$ cat src/rtl/led_pattern_capture_pkg.sv
// Shared types and constants for the LED pattern capture block.
// Contents: FSM state encoding, timer default, colour codes, duration limits.
package led_pattern_capture_pkg;

  localparam int unsigned MS_W    = 14;
  localparam int unsigned DUR_W   = 12;
  localparam int unsigned COL_W   = 3;
  localparam int unsigned NUM_SEG = 4;

  localparam logic [MS_W-1:0]  TERMINAL_CNT_1MS_DEF = 14'd11999;
  localparam logic [DUR_W-1:0] DUR_MAX              = 12'hFFF;

  localparam logic [COL_W-1:0] COL_OFF = 3'b000;
  localparam logic [COL_W-1:0] COL_R   = 3'b100;
  localparam logic [COL_W-1:0] COL_G   = 3'b010;
  localparam logic [COL_W-1:0] COL_B   = 3'b001;

  typedef enum logic [3:0] {
    IDLE      = 4'b0001,
    WAIT_EDGE = 4'b0010,
    MEASURE   = 4'b0100,
    DONE      = 4'b1000
  } state_e;

endpackage

$ cat src/rtl/led_pattern_capture_if.sv
// Control and result bundle of the LED pattern capture block.
// master: arm/abort driver and result reader; slave: the capture block.
interface led_pattern_capture_if;
  import led_pattern_capture_pkg::*;

  logic             arm;
  logic             abort;
  logic [DUR_W-1:0] duration0;
  logic [DUR_W-1:0] duration1;
  logic [DUR_W-1:0] duration2;
  logic [DUR_W-1:0] duration3;
  logic [COL_W-1:0] color0;
  logic [COL_W-1:0] color1;
  logic [COL_W-1:0] color2;
  logic [COL_W-1:0] color3;
  logic             busy;
  logic             done;
  logic             timeout;

  modport master (
    output arm, abort,
    input  duration0, duration1, duration2, duration3,
    input  color0, color1, color2, color3,
    input  busy, done, timeout
  );

  modport slave (
    input  arm, abort,
    output duration0, duration1, duration2, duration3,
    output color0, color1, color2, color3,
    output busy, done, timeout
  );
endinterface

$ cat src/rtl/led_pattern_capture_input_filter.sv
// Synchronizer plus glitch filter for the three colour pins.
// Ports: clk, rst (async, high), in_r/in_g/in_b (async pins),
//        color (filtered {r,g,b}), chg (one-cycle strobe on colour update).
module led_input_filter
  import led_pattern_capture_pkg::*;
#(
  parameter int unsigned GLITCH_CYC = 16
) (
  input  logic             clk,
  input  logic             rst,
  input  logic             in_r,
  input  logic             in_g,
  input  logic             in_b,
  output logic [COL_W-1:0] color,
  output logic             chg
);

  localparam int unsigned CNT_W = 8;

  logic [COL_W-1:0] sync1, sync2, cand;
  logic [CNT_W-1:0] run_q, run_c;
  logic             accept_c;

  // run_c = consecutive cycles sync2 has held its current value (capped)
  always_comb begin
    run_c = CNT_W'(1);
    if (sync2 == cand) begin
      run_c = (run_q == CNT_W'(GLITCH_CYC)) ? run_q : run_q + CNT_W'(1);
    end
    accept_c = (sync2 != color) && (run_c == CNT_W'(GLITCH_CYC));
  end

  always_ff @(posedge clk or posedge rst) begin
    if (rst) begin
      sync1 <= COL_OFF;
      sync2 <= COL_OFF;
      cand  <= COL_OFF;
      run_q <= '0;
      color <= COL_OFF;
      chg   <= 1'b0;
    end else begin
      sync1 <= {in_r, in_g, in_b};
      sync2 <= sync1;
      cand  <= sync2;
      run_q <= run_c;
      chg   <= accept_c;
      if (accept_c) color <= sync2;
    end
  end

endmodule

$ cat src/rtl/led_pattern_capture.sv
// Captures up to four colour segments from external pins as colour/duration
// pairs in LED sequencer encoding (zero duration = unused slot).
// Ports: clk, rst (async, high), in_r/in_g/in_b (async pins),
//        bus (arm/abort in; duration0..3, color0..3, busy, done, timeout out).
module led_pattern_capture
  import led_pattern_capture_pkg::*;
#(
  parameter logic [MS_W-1:0] TERMINAL_CNT_1MS = TERMINAL_CNT_1MS_DEF,
  parameter int unsigned     GLITCH_CYC       = 16
) (
  input  logic                  clk,
  input  logic                  rst,
  input  logic                  in_r,
  input  logic                  in_g,
  input  logic                  in_b,
  led_pattern_capture_if.slave  bus
);

  logic [COL_W-1:0] fcol;
  logic             chg;

  led_input_filter #(.GLITCH_CYC(GLITCH_CYC)) u_filter (
    .clk   (clk),
    .rst   (rst),
    .in_r  (in_r),
    .in_g  (in_g),
    .in_b  (in_b),
    .color (fcol),
    .chg   (chg)
  );

  state_e           state_q, state_d;
  logic [MS_W-1:0]  ms_q;
  logic [DUR_W-1:0] seg_q;
  logic [1:0]       k_q, k_d;
  logic [DUR_W-1:0] dur_q [NUM_SEG];
  logic [DUR_W-1:0] dur_d [NUM_SEG];
  logic [COL_W-1:0] col_q [NUM_SEG];
  logic [COL_W-1:0] col_d [NUM_SEG];
  logic             timeout_q, timeout_d;
  logic             busy_q, done_q;
  logic             running_c, tick_c;

  assign running_c = (state_q == WAIT_EDGE) || (state_q == MEASURE);
  assign tick_c    = running_c && (ms_q == TERMINAL_CNT_1MS);

  // ms timer and segment counter; both restart on every accepted edge
  always_ff @(posedge clk or posedge rst) begin
    if (rst) begin
      ms_q  <= '0;
      seg_q <= '0;
    end else begin
      if (!running_c || chg || tick_c) ms_q <= '0;
      else                             ms_q <= ms_q + MS_W'(1);
      if (!running_c || chg)                seg_q <= '0;
      else if (tick_c && seg_q != DUR_MAX)  seg_q <= seg_q + DUR_W'(1);
    end
  end

  // Next state and result updates; abort overrides everything
  always_comb begin
    state_d   = state_q;
    k_d       = k_q;
    dur_d     = dur_q;
    col_d     = col_q;
    timeout_d = timeout_q;
    if (bus.abort) begin
      state_d = IDLE;
    end else begin
      case (state_q)
        IDLE: begin
          if (bus.arm) begin
            timeout_d = 1'b0;
            for (int i = 0; i < NUM_SEG; i++) begin
              dur_d[i] = '0;
              col_d[i] = COL_OFF;
            end
            state_d = WAIT_EDGE;
          end
        end
        WAIT_EDGE: begin
          if (chg) begin
            k_d      = 2'd0;
            col_d[0] = fcol;
            state_d  = MEASURE;
          end
        end
        MEASURE: begin
          // chg beats a coincident tick: the tick is not counted
          if (chg) begin
            dur_d[k_q] = (seg_q == '0) ? DUR_W'(1) : seg_q;
            if (k_q == 2'd3 || (k_q != 2'd0 && fcol == col_q[0])) begin
              state_d = DONE;
            end else begin
              k_d                = k_q + 2'd1;
              col_d[k_q + 2'd1]  = fcol;
            end
          end else if (tick_c && seg_q == DUR_MAX) begin
            dur_d[k_q] = DUR_MAX;
            timeout_d  = 1'b1;
            state_d    = DONE;
          end
        end
        DONE:    state_d = IDLE;
        default: state_d = IDLE;
      endcase
    end
  end

  always_ff @(posedge clk or posedge rst) begin
    if (rst) begin
      state_q   <= IDLE;
      k_q       <= '0;
      timeout_q <= 1'b0;
      busy_q    <= 1'b0;
      done_q    <= 1'b0;
      for (int i = 0; i < NUM_SEG; i++) begin
        dur_q[i] <= '0;
        col_q[i] <= COL_OFF;
      end
    end else begin
      state_q   <= state_d;
      k_q       <= k_d;
      timeout_q <= timeout_d;
      busy_q    <= (state_d == WAIT_EDGE) || (state_d == MEASURE);
      done_q    <= (state_d == DONE);
      dur_q     <= dur_d;
      col_q     <= col_d;
    end
  end

  assign bus.duration0 = dur_q[0];
  assign bus.duration1 = dur_q[1];
  assign bus.duration2 = dur_q[2];
  assign bus.duration3 = dur_q[3];
  assign bus.color0    = col_q[0];
  assign bus.color1    = col_q[1];
  assign bus.color2    = col_q[2];
  assign bus.color3    = col_q[3];
  assign bus.busy      = busy_q;
  assign bus.done      = done_q;
  assign bus.timeout   = timeout_q;

endmodule

$ cat src/flat_wrapper.sv
// flat-port wrapper written by rule: the top's interface ports become plain ports
module led_pattern_capture_flat import led_pattern_capture_pkg::*;
#(
  parameter logic [MS_W-1:0] TERMINAL_CNT_1MS = TERMINAL_CNT_1MS_DEF,
  parameter int unsigned     GLITCH_CYC       = 16
)
  (clk, rst, in_r, in_g, in_b, bus_arm, bus_abort, bus_duration0, bus_duration1, bus_duration2, bus_duration3, bus_color0, bus_color1, bus_color2, bus_color3, bus_busy, bus_done, bus_timeout);
  led_pattern_capture_if bus_i ();
  input  logic clk;
  input  logic rst;
  input  logic in_r;
  input  logic in_g;
  input  logic in_b;
  input wire logic [$bits(bus_i.arm)-1:0] bus_arm;
  input wire logic [$bits(bus_i.abort)-1:0] bus_abort;
  output wire logic [$bits(bus_i.duration0)-1:0] bus_duration0;
  output wire logic [$bits(bus_i.duration1)-1:0] bus_duration1;
  output wire logic [$bits(bus_i.duration2)-1:0] bus_duration2;
  output wire logic [$bits(bus_i.duration3)-1:0] bus_duration3;
  output wire logic [$bits(bus_i.color0)-1:0] bus_color0;
  output wire logic [$bits(bus_i.color1)-1:0] bus_color1;
  output wire logic [$bits(bus_i.color2)-1:0] bus_color2;
  output wire logic [$bits(bus_i.color3)-1:0] bus_color3;
  output wire logic [$bits(bus_i.busy)-1:0] bus_busy;
  output wire logic [$bits(bus_i.done)-1:0] bus_done;
  output wire logic [$bits(bus_i.timeout)-1:0] bus_timeout;
  assign bus_i.arm = bus_arm;
  assign bus_i.abort = bus_abort;
  assign bus_duration0 = bus_i.duration0;
  assign bus_duration1 = bus_i.duration1;
  assign bus_duration2 = bus_i.duration2;
  assign bus_duration3 = bus_i.duration3;
  assign bus_color0 = bus_i.color0;
  assign bus_color1 = bus_i.color1;
  assign bus_color2 = bus_i.color2;
  assign bus_color3 = bus_i.color3;
  assign bus_busy = bus_i.busy;
  assign bus_done = bus_i.done;
  assign bus_timeout = bus_i.timeout;
  led_pattern_capture #(.TERMINAL_CNT_1MS(TERMINAL_CNT_1MS), .GLITCH_CYC(GLITCH_CYC)) u_core (.clk(clk), .rst(rst), .in_r(in_r), .in_g(in_g), .in_b(in_b), .bus(bus_i));
endmodule
$ cat config.mk
export PLATFORM = sky130hd
export DESIGN_NAME = led_pattern_capture_flat
export DESIGN_NICKNAME = d
export VERILOG_FILES = /design/src/rtl/led_pattern_capture_pkg.sv /design/src/rtl/led_pattern_capture_if.sv /design/src/rtl/led_pattern_capture_input_filter.sv /design/src/rtl/led_pattern_capture.sv /design/src/flat_wrapper.sv
export SDC_FILE = /design/constraint.sdc
export NUM_CORES = 1
export LEC_CHECK = 0
export BUFFER_PORTS_ARGS = -buffer_cell sky130_fd_sc_hd__buf_2
export CAP_MARGIN = 15
export CELL_PAD_IN_SITES_DETAIL_PLACEMENT = 0
export CELL_PAD_IN_SITES_GLOBAL_PLACEMENT = 1
export CORE_MARGIN = 3
export CORE_UTILIZATION = 45
export DETAILED_ROUTE_END_ITERATION = 16
export MAX_ROUTING_LAYER = met4
export PLACE_DENSITY_LB_ADDON = 0.1
export RECOVER_POWER = 25
export SLEW_MARGIN = 20
export SYNTH_ARGS = -nofsm -noshare
export SYNTH_HDL_FRONTEND = slang
export SYNTH_SLANG_ARGS = --single-unit
export TNS_END_PERCENT = 1
$ cat constraint.sdc
create_clock -name clk -period 4.4 [get_ports clk]
set_clock_uncertainty 0.1 [all_clocks]
set_input_delay 0.22 -clock clk [delete_from_list [all_inputs] [get_ports clk]]
set_output_delay 0.22 -clock clk [all_outputs]
set_load 0.02 [all_outputs]
# Word level (Yosys, flattened, before mapping)
# Cells that the tools add are included.
[word_totals] register_bits=116 input_bits=7 output_inout_bits=63 wordCells=116
[classes] add_sub_neg=4 n_lt_le_gt_ge=4 n_eq_ne=22 mux=37 bitwise=4 reduce_logical=24
[ops] operator="2-to-1 mux 48 bit" n=3
[ops] operator="one-hot mux 48 bit (2 select lines)" n=1
[ops] operator="2-to-1 mux 12 bit" n=7
[ops] operator="bitwise mux 48 bit" n=1
[ops] operator="bitwise OR 48 bit" n=1
[ops] operator="demux 12 bit (select 2 bit)" n=1
[ops] operator="2-to-1 mux 4 bit" n=6
[ops] operator="one-hot mux 9 bit (2 select lines)" n=1
[ops] operator="== test 8 x 5 -> 1 bit, second input constant" n=2
[ops] operator="2-to-1 mux 8 bit" n=2
[ops] operator="AND reduction 5 bit" n=3
[ops] operator="adder 14 x 1 -> 14 bit, second input constant" n=1
[ops] operator="== test 14 bit, second input constant" n=1
[ops] operator="2-to-1 mux 14 bit" n=1
[ops] operator="adder 12 x 1 -> 12 bit, second input constant" n=1
[ops] operator="bitwise mux 12 bit" n=1
[ops] operator="== test 12 bit, second input constant" n=1
[ops] operator="zero test 12 bit" n=1
[ops] operator="inequality test 12 bit, second input constant" n=1
[ops] operator="inequality test 2 bit, second input constant" n=6
[ops] operator="one-hot mux 4 bit (3 select lines)" n=1
[ops] operator="one-hot mux 3 bit (3 select lines)" n=1
[ops] operator="adder 8 x 1 -> 8 bit, second input constant" n=1
[ops] operator="== test 4 x 2 -> 1 bit, second input constant" n=2
[ops] operator="other kinds (25)" n=48

# Logic depth before layout (Yosys ltp)
# Gate-level depths: netlist of the first run.
[depth] depth_word=10 mapped_depth=9 ltp_nobuf=8

# Modules after synthesis
# A second synthesis of the first run with hierarchy kept.
[unflattened] cells_unflattened=521 hier_area_um2=5432.7
[modules_own_cells] module="led_pattern_capture" instances=1 cells_per_inst=438 area_each_um2=4450.5 seq_area_each_um2=2378.5
[modules_own_cells] module="led_input_filter" instances=1 cells_per_inst=83 area_each_um2=982.2 seq_area_each_um2=525.5

# Worst setup path before layout of the first run
# No wires, ideal clock.
[synth_timing] path_kind="flip-flop to flip-flop" start="reg u_core.ms_q[0]" end="reg u_core.dur_q (netlist bit u_core.bus.duration3[10])" setup_ps=121 t_arrival_ps=2119 t_required_ps=4179 path_slack_ps=2060 path_stages_with_launch=9 path_buffers=1 synth_period_minus_slack_ps=2340 cell_sequence="dfrtp_1 > ha_1 > and4_1 > and4_1 > a31oi_2 > nor3_4 > and2_1 > buf_6 > a22o_1"
[synth_between] elab_chain_cells=5
[synth_rtl] item="from (decl)" line="led_pattern_capture.sv:33" source="logic [MS_W-1:0] ms_q;"
[synth_rtl] item="from (signal assigned)" line="led_pattern_capture.sv:54" source="else ms_q <= ms_q + MS_W'(1);"
[synth_rtl] item="== test 14 bit" line="led_pattern_capture.sv:45" source="assign tick_c = running_c && (ms_q == TERMINAL_CNT_1MS);"
[synth_rtl] item="logical AND 1 bit" line="led_pattern_capture.sv:45"
[synth_rtl] item="logical AND 1 bit" line="led_pattern_capture.sv:98" source="end else if (tick_c && seg_q == DUR_MAX) begin"
[synth_rtl] item="inequality test 3 bit (no source line)"
[synth_rtl] item="AND reduction 4 bit (no source line)"
[synth_rtl] item="to (signal assigned)" line="led_pattern_capture.sv:127" source="dur_q <= dur_d;"
[synth_rtl] item="to (decl)" line="led_pattern_capture.sv:36" source="logic [DUR_W-1:0] dur_q [NUM_SEG];"
# Every way passes these cells.
# A chain may end at the register's enable or synchronous reset.

# Final worst setup path of the first run
[layout_timing] start="reg u_core.state_q[0]" end="reg u_core.dur_q (netlist bit u_core.bus.duration3[2])"
[layout_between] elab_chain_cells=6 word_cells_on_any_way=11 classes_between="5 x eq/ne; 1 x mux; 5 x reduce/logical"
[layout_rtl] item="from (decl)" line="led_pattern_capture.sv:32" source="state_e state_q, state_d;"
[layout_rtl] item="from (signal assigned)" line="led_pattern_capture.sv:122" source="state_q <= state_d;"
[layout_rtl] item="== test 4 x 2 -> 1 bit / == test 4 x 3 -> 1 bit (equally long branches)" line="led_pattern_capture.sv:44, led_pattern_capture.sv:70"
[layout_rtl] item="logical OR 1 bit" line="led_pattern_capture.sv:44" source="assign running_c = (state_q == WAIT_EDGE) || (state_q == MEASURE);"
[layout_rtl] item="logical AND 1 bit" line="led_pattern_capture.sv:45"
[layout_rtl] item="logical AND 1 bit" line="led_pattern_capture.sv:98"
[layout_rtl] item="inequality test 3 bit (no source line)"
[layout_rtl] item="AND reduction 4 bit (no source line)"
# Parallel ways exist; a longest one is shown, timed or not.

==> results.py, run 1 <==
metrics = {
    "clock_network": {
        "numCtsBuffers": 17,
        "clk_latency_ns": 0.42,
        "h-tree-depth": 4,
        "clock-sinks": 116,
        "cts.repair.resized": 0,
        "clockBufferDepth": 2,
        "cts_tree": "done",
        "cts_root_buf": "clkbuf_16",
        "cts_setup_buffers": 0,
        "ctsHoldBuffers": 5,
        "cts.clk_slew.worst_paths_ns": 0.05,
    },
    "final_layout": {
        "area_growth_pct": 19.1,
        "layout.nets": 623,
        "drive_above_1_share_pct": 9.05,
        "n_antenna_cell": 0,
        "post-route-util_pct": 55.6,
        "postLayoutCellArea_um2": 6430,
    },
    "floorplanning": {
        "core-area_um2": 11600,
        "initial_core_util_pct": 46.7,
        "io_pins": 70,
        "die_area_um2": 13400,
        "die_y_um": 116,
        "die_x_um": 116,
        "rows": 39,
    },
    "worst_setup_path": {
        "crit_buf_inv": 0,
        "worstPathArrival_ns": 2.90,
        "crit_chain": "nand2_2, mux2_2, or4_4, nor3_4, and2_1, a2bb2oi_1",
        "worstSetupStartpointType": "flop",
        "end_kind": "flop",
        "crit_family": "simple AND/OR/NAND/NOR gates",
        "max_stage_delay_ns": 0.63,
        "crit_path_max_fanout": 10,
        "crit_type": "reg2reg",
        "slowest_stage": "dfstp_1",
        "required_ns": 4.64,
    },
    "place": {
        "numPortBuffers": 69,
        "gp_congestion": 0.845,
        "hpwlAfterDp_um": 8910,
        "placed_area_um2": 5860,
    },
    "drt": {
        "routedWlPerCell_um": 16.6,
        "initialDrtViolationCount": 449,
        "first_pass_iters": 5,
        "vias_per_cell": 5.54,
        "drc": 0,
        "antenna_left": 0,
        "vias": 4225,
        "wl_um": 12700,
    },
    "timing": {
        "drv_slew": 0,
        "final.period_utilization_pct": 60.5,
        "period_needed_ns": 2.66,
        "setup_viol": 0,
        "rsz0062_at_grt": "false",
        "tightest_slew_ns": 0.940,
        "hold_viol": 0,
        "fmax_ghz": 0.376,
        "hold_slack_ns": 0.164,
        "final.setup.tns_ns": 0,
        "maxSlewHeadroom_pct": 37.3,
    },
    "global_routing": {
        "antenna_found_initial": 0,
        "grt_max_degree": 79,
        "gr-total-overflow": 0,
        "grt_pass1_wl_um": 20900,
        "grt_pass1_vias": 4069,
        "grt_usage_pct": 21.0,
    },
    "pwr": {
        "leakagePower_uw": 0.00278,
        "ir_drop_mv": 0.261,
        "cellPowerDensity_nw_per_um2": 396,
    },
    "synthesis": {
        "synth_largest_area_cell": "dfrtp_1",
        "synth_edf_count": 0,
        "ys_seq_area_share_pct": 53.7,
        "yosysWarnings": 0,
        "ys_top_cells_by_area": "dfrtp_1 53%, nand2_1 4.4%, nor2_1 4.3%, a21oi_1 3.8%, xor2_1 3.4%",
        "ys_ff_latch": 116,
        "async_flop_share_pct": 100,
        "synth_fp_nets": 545,
        "yosysUniqueCellTypes": 48,
        "syn_area_per_cell_um2": 10.2,
        "yosysTopAreaCellShare_pct": 53.3,
        "netlist_area_um2": 5400,
        "synthCells": 528,
        "synthFlopType": "dfrtp_1",
    },
    "worst_hold_path": {
        "hold_path_class": "in2reg",
    },
    "status": {
        "outcome": "finished, final reports clean",
    },
    "job": {
        "cap_violations": 0,
    },
}
[worst min-delay path, cell delays in order]
cell	delay (ns)
buf_2	0.11
nand2_2	0.07
o22ai_1	0.07
and3b_1	0.17
[flip-flops by register name (all words and copies together), names as in the netlist, 4 cells and up]
register and flops:
u_core.bus.duration3 12, u_core.bus.duration2 12, u_core.u_filter.run_q 8, u_core.bus.duration0 12, u_core.seg_q 12, u_core.state_q 4
u_core.ms_q 14, u_core.bus.duration1 12
[final cells by class]
cell class	count	area, µm²
Clock buffer	21	460
Fill cell	1055	5130
Timing Repair Buffer	76	333
Inverter	17	66.3
Tap cell	143	179
Multi-Input combinational cell	378	2360
Sequential cell	116	2900
Clock inverter	11	133
[per-stage QoR]
stage | total power [µW] | std cells | setup slack [ns]
6_report | 2550 | 762 | 1.74
5_1_grt | 2640 | 762 | 1.52
4_1_cts | 2570 | 762 | 1.69
3_5_place_dp | 1180 | 725 | 1.71
3_3_place_gp | 1180 | 725 | 1.78
2_1_floorplan | 1160 | 528 | 1.01
[report_power, final]
| part | internal (µW) | switching (µW) |
|---|---|---|
| clock | 911 | 472 |
| combinational | 23.7 | 56.1 |
| sequential | 1080 | 10.2 |
| total | 2010 | 538 |
[cells by family after synthesis]
kind of cell / count (synthesis) / synth area share (%)
simple gates: 222 / 21.6
fa+ha+maj: 10 / 2.32
mux: 6 / 1.23
compound gates: 106 / 12.9
xor+xnor: 34 / 5.51
flops: 116 / 53.7
buf+inv: 34 / 2.71
[synthesized netlist by cell type, drive strengths merged, types with 2 or more instances]
master   instances
nand3           16
nor3             9
clkbuf          11
mux2             5
and4             3
dfrtp          115
a21boi           3
nor2            62
inv             17
nand2           64
a32o            11
nor2b            3
ha              10
or3              5
and2             4
o22ai            5
nor4b            4
nor4             8
a22o            12
nand4           10
and3             8
buf              6
a2bb2oi          8
nand2b          22
o21ai           21
xor2            21
a31oi            2
xnor2           13
a21oi           41
[path summary, 6_finish.rpt]
kind	from	end	slack (ns)	cells past startpoint
min reg2reg	u_core.u_filter.sync1[1]$_DFF_PP0_	u_core.u_filter.sync2[1]$_DFF_PP0_	0.25	0
min	bus_arm	u_core.state_q[1]$_DFF_PP0_	0.16	4
min in group asynchronous	rst	u_core.u_filter.sync1[2]$_DFF_PP0_	0.49	3
max in group asynchronous	rst	u_core.state_q[0]$_DFF_PP1_	2.63	4
max	u_core.state_q[0]$_DFF_PP1_	u_core.bus.duration3[2]$_DFFE_PP0P_	1.74	6
max reg2reg	u_core.state_q[0]$_DFF_PP1_	u_core.bus.duration3[2]$_DFFE_PP0P_	1.74	6
[cells in the final DEF (no fill, tap or decap), types with 16 or more instances in the layout]
cell type,instances
clkbuf_16,17
nand2b_1,22
clkbuf_1,64
nor2_1,62
o21ai_0,21
dfrtp_1,115
a21oi_1,41
nand2_1,63
inv_1,16
xor2_1,21
nand3_1,16
[routing by layer]
| layer | vias up | track usage [%] | share of wire, % |
|---|---|---|---|
| li1 | 2014 | - | - |
| met1 | 2090 | 28.5 | 48 |
| met2 | 106 | 30.8 | 46 |
| met3 | 15 | 5.85 | 5.5 |
| met4 | 0 | 6.10 | 1.2 |
| met5 | - | - | 0 |
(Power assumes the default switching activity.)
==> run 2: changes to the inputs <==
--- a/config.mk
+++ b/config.mk
@@ -5,12 +5,13 @@
 export SDC_FILE = /design/constraint.sdc
 export NUM_CORES = 1
 export LEC_CHECK = 0
+export ABC_AREA = 1
 export BUFFER_PORTS_ARGS = -buffer_cell sky130_fd_sc_hd__buf_2
 export CAP_MARGIN = 15
 export CELL_PAD_IN_SITES_DETAIL_PLACEMENT = 0
 export CELL_PAD_IN_SITES_GLOBAL_PLACEMENT = 1
 export CORE_MARGIN = 3
-export CORE_UTILIZATION = 45
+export CORE_UTILIZATION = 40
 export DETAILED_ROUTE_END_ITERATION = 16
 export MAX_ROUTING_LAYER = met4
 export PLACE_DENSITY_LB_ADDON = 0.1
==> constraint.sdc (replaced) <==
create_clock -name clk -period 2.4 [get_ports clk]
set_clock_uncertainty 0.1 [all_clocks]
set_input_delay 0.12 -clock clk [delete_from_list [all_inputs] [get_ports clk]]
set_output_delay 0.12 -clock clk [all_outputs]
set_load 0.02 [all_outputs]
==> results.py, run 2 <==
metrics = {
    "place": {
        "hpwlAfterDp_um": 11100,
        "numPortBuffers": 69,
        "placed_area_um2": 6920,
        "gp_congestion": 0.835,
        "dp.cells": 1026,
    },
    "final_layout": {
        "largest_reg_flops": 14,
        "n_antenna_cell": 0,
        "area_growth_pct": 18.9,
        "fin_cells": 1063,
        "postLayoutCellArea_um2": 7630,
        "regMostFlops": "u_core.ms_q",
        "layout.nets": 857,
        "layout_common_cells": "210 x nand2_1, 115 x dfrtp_1, 68 x buf_2",
        "nFillCells": 1484,
        "final_common_cell": "nand2_1",
        "drive_above_1_share_pct": 26.4,
    },
    "drt": {
        "initialDrtViolationCount": 377,
        "wl_um": 16000,
        "routedWlPerCell_um": 15.1,
        "first_pass_iters": 4,
        "vias": 5257,
        "vias_per_cell": 4.95,
        "drc": 0,
        "antenna_left": 0,
    },
    "pwr": {
        "ir_drop_mv": 0.459,
        "cellPowerDensity_nw_per_um2": 669,
        "total_power_uw": 5110,
        "leakagePower_uw": 0.00367,
    },
    "synthesis": {
        "async_flop_share_pct": 100,
        "yosysWarnings": 0,
        "synthCells": 758,
        "yosysUniqueCellTypes": 43,
        "syn_area_per_cell_um2": 8.47,
        "synth_fp_nets": 775,
        "ys_top_cells_by_area": "dfrtp_1 45%, nand2_1 12%, o21ai_2 6.5%, o21ai_0 3.6%, inv_1 3.3%",
        "yosysTopAreaCellShare_pct": 44.8,
        "synth_largest_area_cell": "dfrtp_1",
        "ys_ff_latch": 116,
        "synthFlopType": "dfrtp_1",
        "synth.most_common_cell": "nand2_1",
        "netlist_area_um2": 6420,
        "ys_seq_area_share_pct": 45.2,
        "synth_common_cells": "211 x nand2_1, 115 x dfrtp_1, 56 x inv_1",
        "synth_edf_count": 0,
    },
    "status": {
        "outcome": "finished with violations",
        "violations": "max-capacitance violations, max-slew violations",
    },
    "worst_setup_path": {
        "cp_common_cell": "nand2_1",
        "crit_path_max_fanout": 4,
        "rrSetupSlack_ns": 0.32,
        "critPathCapture": "u_core.u_filter.color[0]$_DFFE_PP0P_",
        "r2r_cells": 13,
        "end_kind": "flop",
        "required_ns": 2.61,
        "r2r-end": "u_core.u_filter.color[0]$_DFFE_PP0P_",
        "reg2reg_from": "u_core.u_filter.run_q[0]$_DFF_PP0_",
        "worstSetupStartpointType": "flop",
        "cp-startpoint": "u_core.u_filter.run_q[0]$_DFF_PP0_",
        "crit_cells": 13,
        "worstPathArrival_ns": 2.29,
        "crit_chain": "inv_1, ha_1, nand2_1, nor2_1, nand2_1, nand2_1, nand2_1, nor2_1, nand2_1, nor2_1, nand3_1, nand2_1, nand2_1",
        "slowest_stage": "dfrtp_1",
        "crit_family": "simple AND/OR/NAND/NOR gates",
        "max_stage_delay_ns": 0.40,
        "crit_buf_inv": 1,
        "crit_type": "reg2reg",
    },
    "floorplanning": {
        "core-area_um2": 15400,
        "io_pins": 70,
        "rows": 45,
        "die_y_um": 133,
        "die_x_um": 133,
        "initial_core_util_pct": 41.6,
        "die_area_um2": 17600,
    },
    "global_routing": {
        "grt_usage_pct": 19.8,
        "antenna_found_initial": 0,
        "grt_pass1_wl_um": 27100,
        "grt_max_degree": 117,
        "gr-total-overflow": 0,
        "grt_pass1_vias": 5306,
    },
    "timing": {
        "final.setup.tns_ns": 0,
        "maxSlewHeadroom_pct": -7.87,
        "tightest_slew_ns": 1.62,
        "final.period_utilization_pct": 86.7,
        "hold_viol": 0,
        "fmax_ghz": 0.481,
        "rsz0062_at_grt": "false",
        "period_needed_ns": 2.08,
        "drv_slew": 117,
        "setup_viol": 0,
    },
    "clock_network": {
        "clk_latency_ns": 0.42,
        "clock-sinks": 116,
        "h-tree-depth": 4,
        "numCtsBuffers": 17,
        "cts.clk_slew.worst_paths_ns": 0.06,
        "cts_tree": "done",
        "cts_root_buf": "clkbuf_16",
        "clockBufferDepth": 2,
    },
    "job": {
        "cap_violations": 1,
    },
    "worst_hold_path": {
        "hold_path_class": "in2reg",
    },
}
run 2: cell count changes after synthesis, sizes merged, moves of 18 or more:
cell / change
nand2: +168
o21ai: +87
inv: +46
nand3: +29
nand2b: -22
or2: +18
run 2: area by class of cell:
class / count / area, µm² / share of cell area (%)
clock buffers: 22 / 494 / 6.48
clock inverters: 9 / 173 / 2.26
inverters: 64 / 251 / 3.30
multi-input cells: 551 / 3030 / 39.7
flip-flops and latches: 116 / 2900 / 38.1
well taps: 211 / 264 / 3.46
repair buffers: 90 / 517 / 6.77
run 2: power breakdown:
part	internal, µW	leakage, µW	total [µW]	switching (µW)
registers	1980	0.00159	1990	14.4
logic	59.4	0.00176	251	192
clock network	1970	0.000328	2860	896
total	4000	0.00367	5110	1100
run 2: worst min-delay path by stage:
stage,startpoint,end,cells after the start
2_1_floorplan,in_b,u_core.u_filter.sync1[0]$_DFF_PP0_,0
4_1_cts,bus_arm,u_core.state_q[0]$_DFF_PP1_,6
3_5_place_dp,in_b,u_core.u_filter.sync1[0]$_DFF_PP0_,1
5_1_grt,bus_arm,u_core.state_q[0]$_DFF_PP1_,6
6_report,bus_arm,u_core.state_q[0]$_DFF_PP1_,6
3_3_place_gp,in_r,u_core.u_filter.sync1[2]$_DFF_PP0_,1
run 2: cell families (layout without fill, tap and decap cells):
group	count (synthesis)	count (layout)	synth area share, %
AND/OR/NAND/NOR	375	375	27.9
XOR/XNOR	20	20	2.73
AO/OA/AOI/OAI	146	146	14.6
flip-flops	116	116	45.2
adder cells (fa/ha/maj)	10	10	1.95
buffers and inverters	91	185	7.64
run 2: timing repair:
| action | CTS | global route |
|---|---|---|
| hold buffers | 6 | 0 |
| setup endpoints to repair | 0 | 3 |
| hold endpoints to repair | 122 | 0 |
| buffers inserted | 0 | 0 |
| gates resized for setup | 0 | 1 |
run 2: metal layers:
metal / wire [µm] / global-route usage (%) / vias to the layer above
li1: - / - / 2642
met1: 7570 / 25.9 / 2516
met2: 7690 / 30.9 / 76
met3: 535 / 4.11 / 23
met4: 222 / 6.70 / 0
met5: 0 / - / -
run 2: through the flow:
| step | hold WS [ns] | utilization (%) | worst slack [ns] |
|---|---|---|---|
| 2_1_floorplan | 0.0514 | - | 0.612 |
| 3_3_place_gp | 0.129 | 44.8 | 0.221 |
| 3_5_place_dp | 0.130 | 44.8 | 0.222 |
| 4_1_cts | 0.0738 | 49.5 | 0.201 |
| 5_1_grt | 0.132 | 49.5 | 0.0444 |
| 6_report | 0.0841 | 49.5 | 0.320 |
run 2: tightest hold or removal path: stages:
cell and delay [ns]:
buf_2 0.11, inv_1 0.05, nand4_1 0.11, inv_1 0.07
nor2_1 0.06, inv_1 0.07
==> run 3: changes to the inputs <==
--- a/config.mk
+++ b/config.mk
@@ -14,10 +14,9 @@
 export CORE_UTILIZATION = 40
 export DETAILED_ROUTE_END_ITERATION = 16
 export MAX_ROUTING_LAYER = met4
-export PLACE_DENSITY_LB_ADDON = 0.1
-export RECOVER_POWER = 25
+export PLACE_DENSITY_LB_ADDON = 0.2
+export RECOVER_POWER = 100
 export SLEW_MARGIN = 20
 export SYNTH_ARGS = -nofsm -noshare
 export SYNTH_HDL_FRONTEND = slang
 export SYNTH_SLANG_ARGS = --single-unit
-export TNS_END_PERCENT = 1
==> results.py, run 3 (synthesis results as in run 2) <==
metrics = {
    "status": {
        "outcome": "finished with violations",
        "violations": "max-capacitance violations, max-slew violations",
    },
    "global_routing": {
        "grt_max_degree": 117,
        "antenna_found_initial": 0,
        "gr-usage-met2_pct": 30.3,
        "grt_usage_pct": 19.3,
        "grt-busiest-layer": "met2",
        "gr-total-overflow": 0,
        "grt_pass1_wl_um": 26600,
        "grt_pass1_vias": 5211,
        "grt_util_met1_pct": 24.5,
        "grt.met3_usage_pct": 4.56,
    },
    "drt": {
        "initialDrtViolationCount": 441,
        "wl_um": 15800,
        "routedWlPerCell_um": 14.9,
        "drc": 0,
        "vias": 5287,
        "vias_per_cell": 4.99,
        "first_pass_iters": 4,
        "antenna_left": 0,
    },
    "place": {
        "numPortBuffers": 69,
        "hpwlAfterDp_um": 11200,
        "gp_congestion": 0.869,
        "placed_area_um2": 6890,
    },
    "clock_network": {
        "cts_tree": "done",
        "clock-sinks": 116,
        "clockBufferDepth": 2,
        "cts_root_buf": "clkbuf_16",
        "numCtsBuffers": 17,
        "h-tree-depth": 4,
        "cts.repair.resized": 0,
        "cts.clk_slew.worst_paths_ns": 0.05,
        "clk_latency_ns": 0.42,
    },
    "worst_setup_path": {
        "slowest_stage": "dfstp_2",
        "r2r-end": "u_core.seg_q[8]$_DFFE_PP0P_",
        "crit_family": "simple AND/OR/NAND/NOR gates",
        "reg2reg_from": "u_core.state_q[0]$_DFF_PP1_",
        "crit_buf_inv": 1,
        "r2r_cells": 10,
        "worstSetupStartpointType": "flop",
        "rrSetupSlack_ns": 0.22,
        "max_stage_delay_ns": 0.38,
        "cp-startpoint": "u_core.state_q[0]$_DFF_PP1_",
        "crit_chain": "nor2_1, nand3_2, nand2_2, nand2_1, nor2_1, nand2_2, nand2_4, inv_2, nand2_1, o31ai_1",
        "worstPathArrival_ns": 2.37,
        "required_ns": 2.60,
        "crit_cells": 10,
        "critPathCapture": "u_core.seg_q[8]$_DFFE_PP0P_",
        "crit_type": "reg2reg",
        "end_kind": "flop",
        "crit_path_max_fanout": 10,
    },
    "timing": {
        "period_needed_ns": 2.18,
        "maxSlewHeadroom_pct": -8.90,
        "final.setup.tns_ns": 0,
        "final.period_utilization_pct": 90.8,
        "tightest_slew_ns": 1.63,
        "setup_viol": 0,
        "fmax_ghz": 0.459,
        "rsz0062_at_grt": "false",
        "drv_slew": 117,
        "hold_viol": 0,
    },
    "floorplanning": {
        "io_pins": 70,
        "initial_core_util_pct": 41.6,
        "die_y_um": 133,
        "die_x_um": 133,
        "core-area_um2": 15400,
        "rows": 45,
        "die_area_um2": 17600,
    },
    "pwr": {
        "ir_drop_mv": 0.449,
        "leakagePower_uw": 0.00327,
        "cellPowerDensity_nw_per_um2": 645,
    },
    "final_layout": {
        "layout.nets": 853,
        "area_growth_pct": 13.2,
        "drive_above_1_share_pct": 12.4,
        "regMostFlops": "u_core.ms_q",
        "largest_reg_flops": 14,
        "final_common_cell": "nand2_1",
        "n_antenna_cell": 0,
        "postLayoutCellArea_um2": 7270,
        "layout_common_cells": "224 x nand2_1, 115 x dfrtp_1, 86 x o21ai_0",
    },
    "job": {
        "cap_violations": 1,
    },
    "worst_hold_path": {
        "hold_path_class": "in2reg",
    },
}
==> run 3: cell types whose count changed in the layout (fill, tap and decap cells not counted), moves of 4 or more <==
cell and change:
o21ai_1 -11, buf_2 -63, o21ai_2 -29, clkbuf_1 +69, o21ai_0 +40, buf_4 -4, nand2_1 +14, nand2_2 -14
==> run 3: where the power goes <==
part           switching (µW)  leakage (µW)  internal (µW)  total, µW
sequential               15.5       0.00159           1980       1990
clock                     842      0.000281           1630       2470
combinational             175       0.00140           54.2        229
==> run 3: layout make-up <==
class	count	area, µm²
Inverter	64	251
Clock buffer	27	503
Multi-Input combinational cell	551	2870
Tap cell	211	264
Clock inverter	4	70.1
Fill cell	1620	8160
Timing Repair Buffer	86	408
Sequential cell	116	2900
==> run 3: worst min path at each step <==
| stage | endpoint | cells after the start | slack (ns) | from |
|---|---|---|---|---|
| finish | u_core.state_q[0]$_DFF_PP1_ | 6 | 0.14 | bus_arm |
| global route | u_core.state_q[0]$_DFF_PP1_ | 6 | 0.19 | bus_arm |
| CTS | u_core.state_q[0]$_DFF_PP1_ | 6 | 0.12 | bus_arm |
| detailed placement | u_core.u_filter.sync1[0]$_DFF_PP0_ | 1 | 0.13 | in_b |
| global placement | u_core.u_filter.sync1[1]$_DFF_PP0_ | 1 | 0.13 | in_g |
| floorplan | u_core.u_filter.sync1[0]$_DFF_PP0_ | 0 | 0.05 | in_b |
==> run 3: per-layer routing <==
layer / vias up / wire length (µm)
li1: 2623 / -
met1: 2538 / 7180
met2: 96 / 7580
met3: 30 / 678
met4: 0 / 338
met5: - / 0
==> run 3: worst min-delay path, stage by stage <==
cell and delay [ns]:
buf_2 0.10, inv_1 0.03, nand4_1 0.12, inv_1 0.05, nor2_1 0.14, inv_1 0.08
==> run 3: repair_timing <==
action	in CTS	in global routing
buffers inserted	0	0
hold buffers	6	0
endpoints found under the hold margin	122	0
==> run 3: metrics by stage <==
stage / utilization (%) / setup slack [ns] / total power (µW) / hold WS, ns / instances
floorplan: - / 0.612 / 2240 / 0.0514 / 758
global placement: 44.6 / 0.245 / 2270 / 0.129 / 1022
CTS: 48.7 / 0.197 / 4770 / 0.120 / 1059
finish: 47.1 / 0.222 / 4690 / 0.139 / 1059
detailed placement: 44.6 / 0.216 / 2270 / 0.130 / 1022
global route: 47.1 / 0.00827 / 4880 / 0.188 / 1059
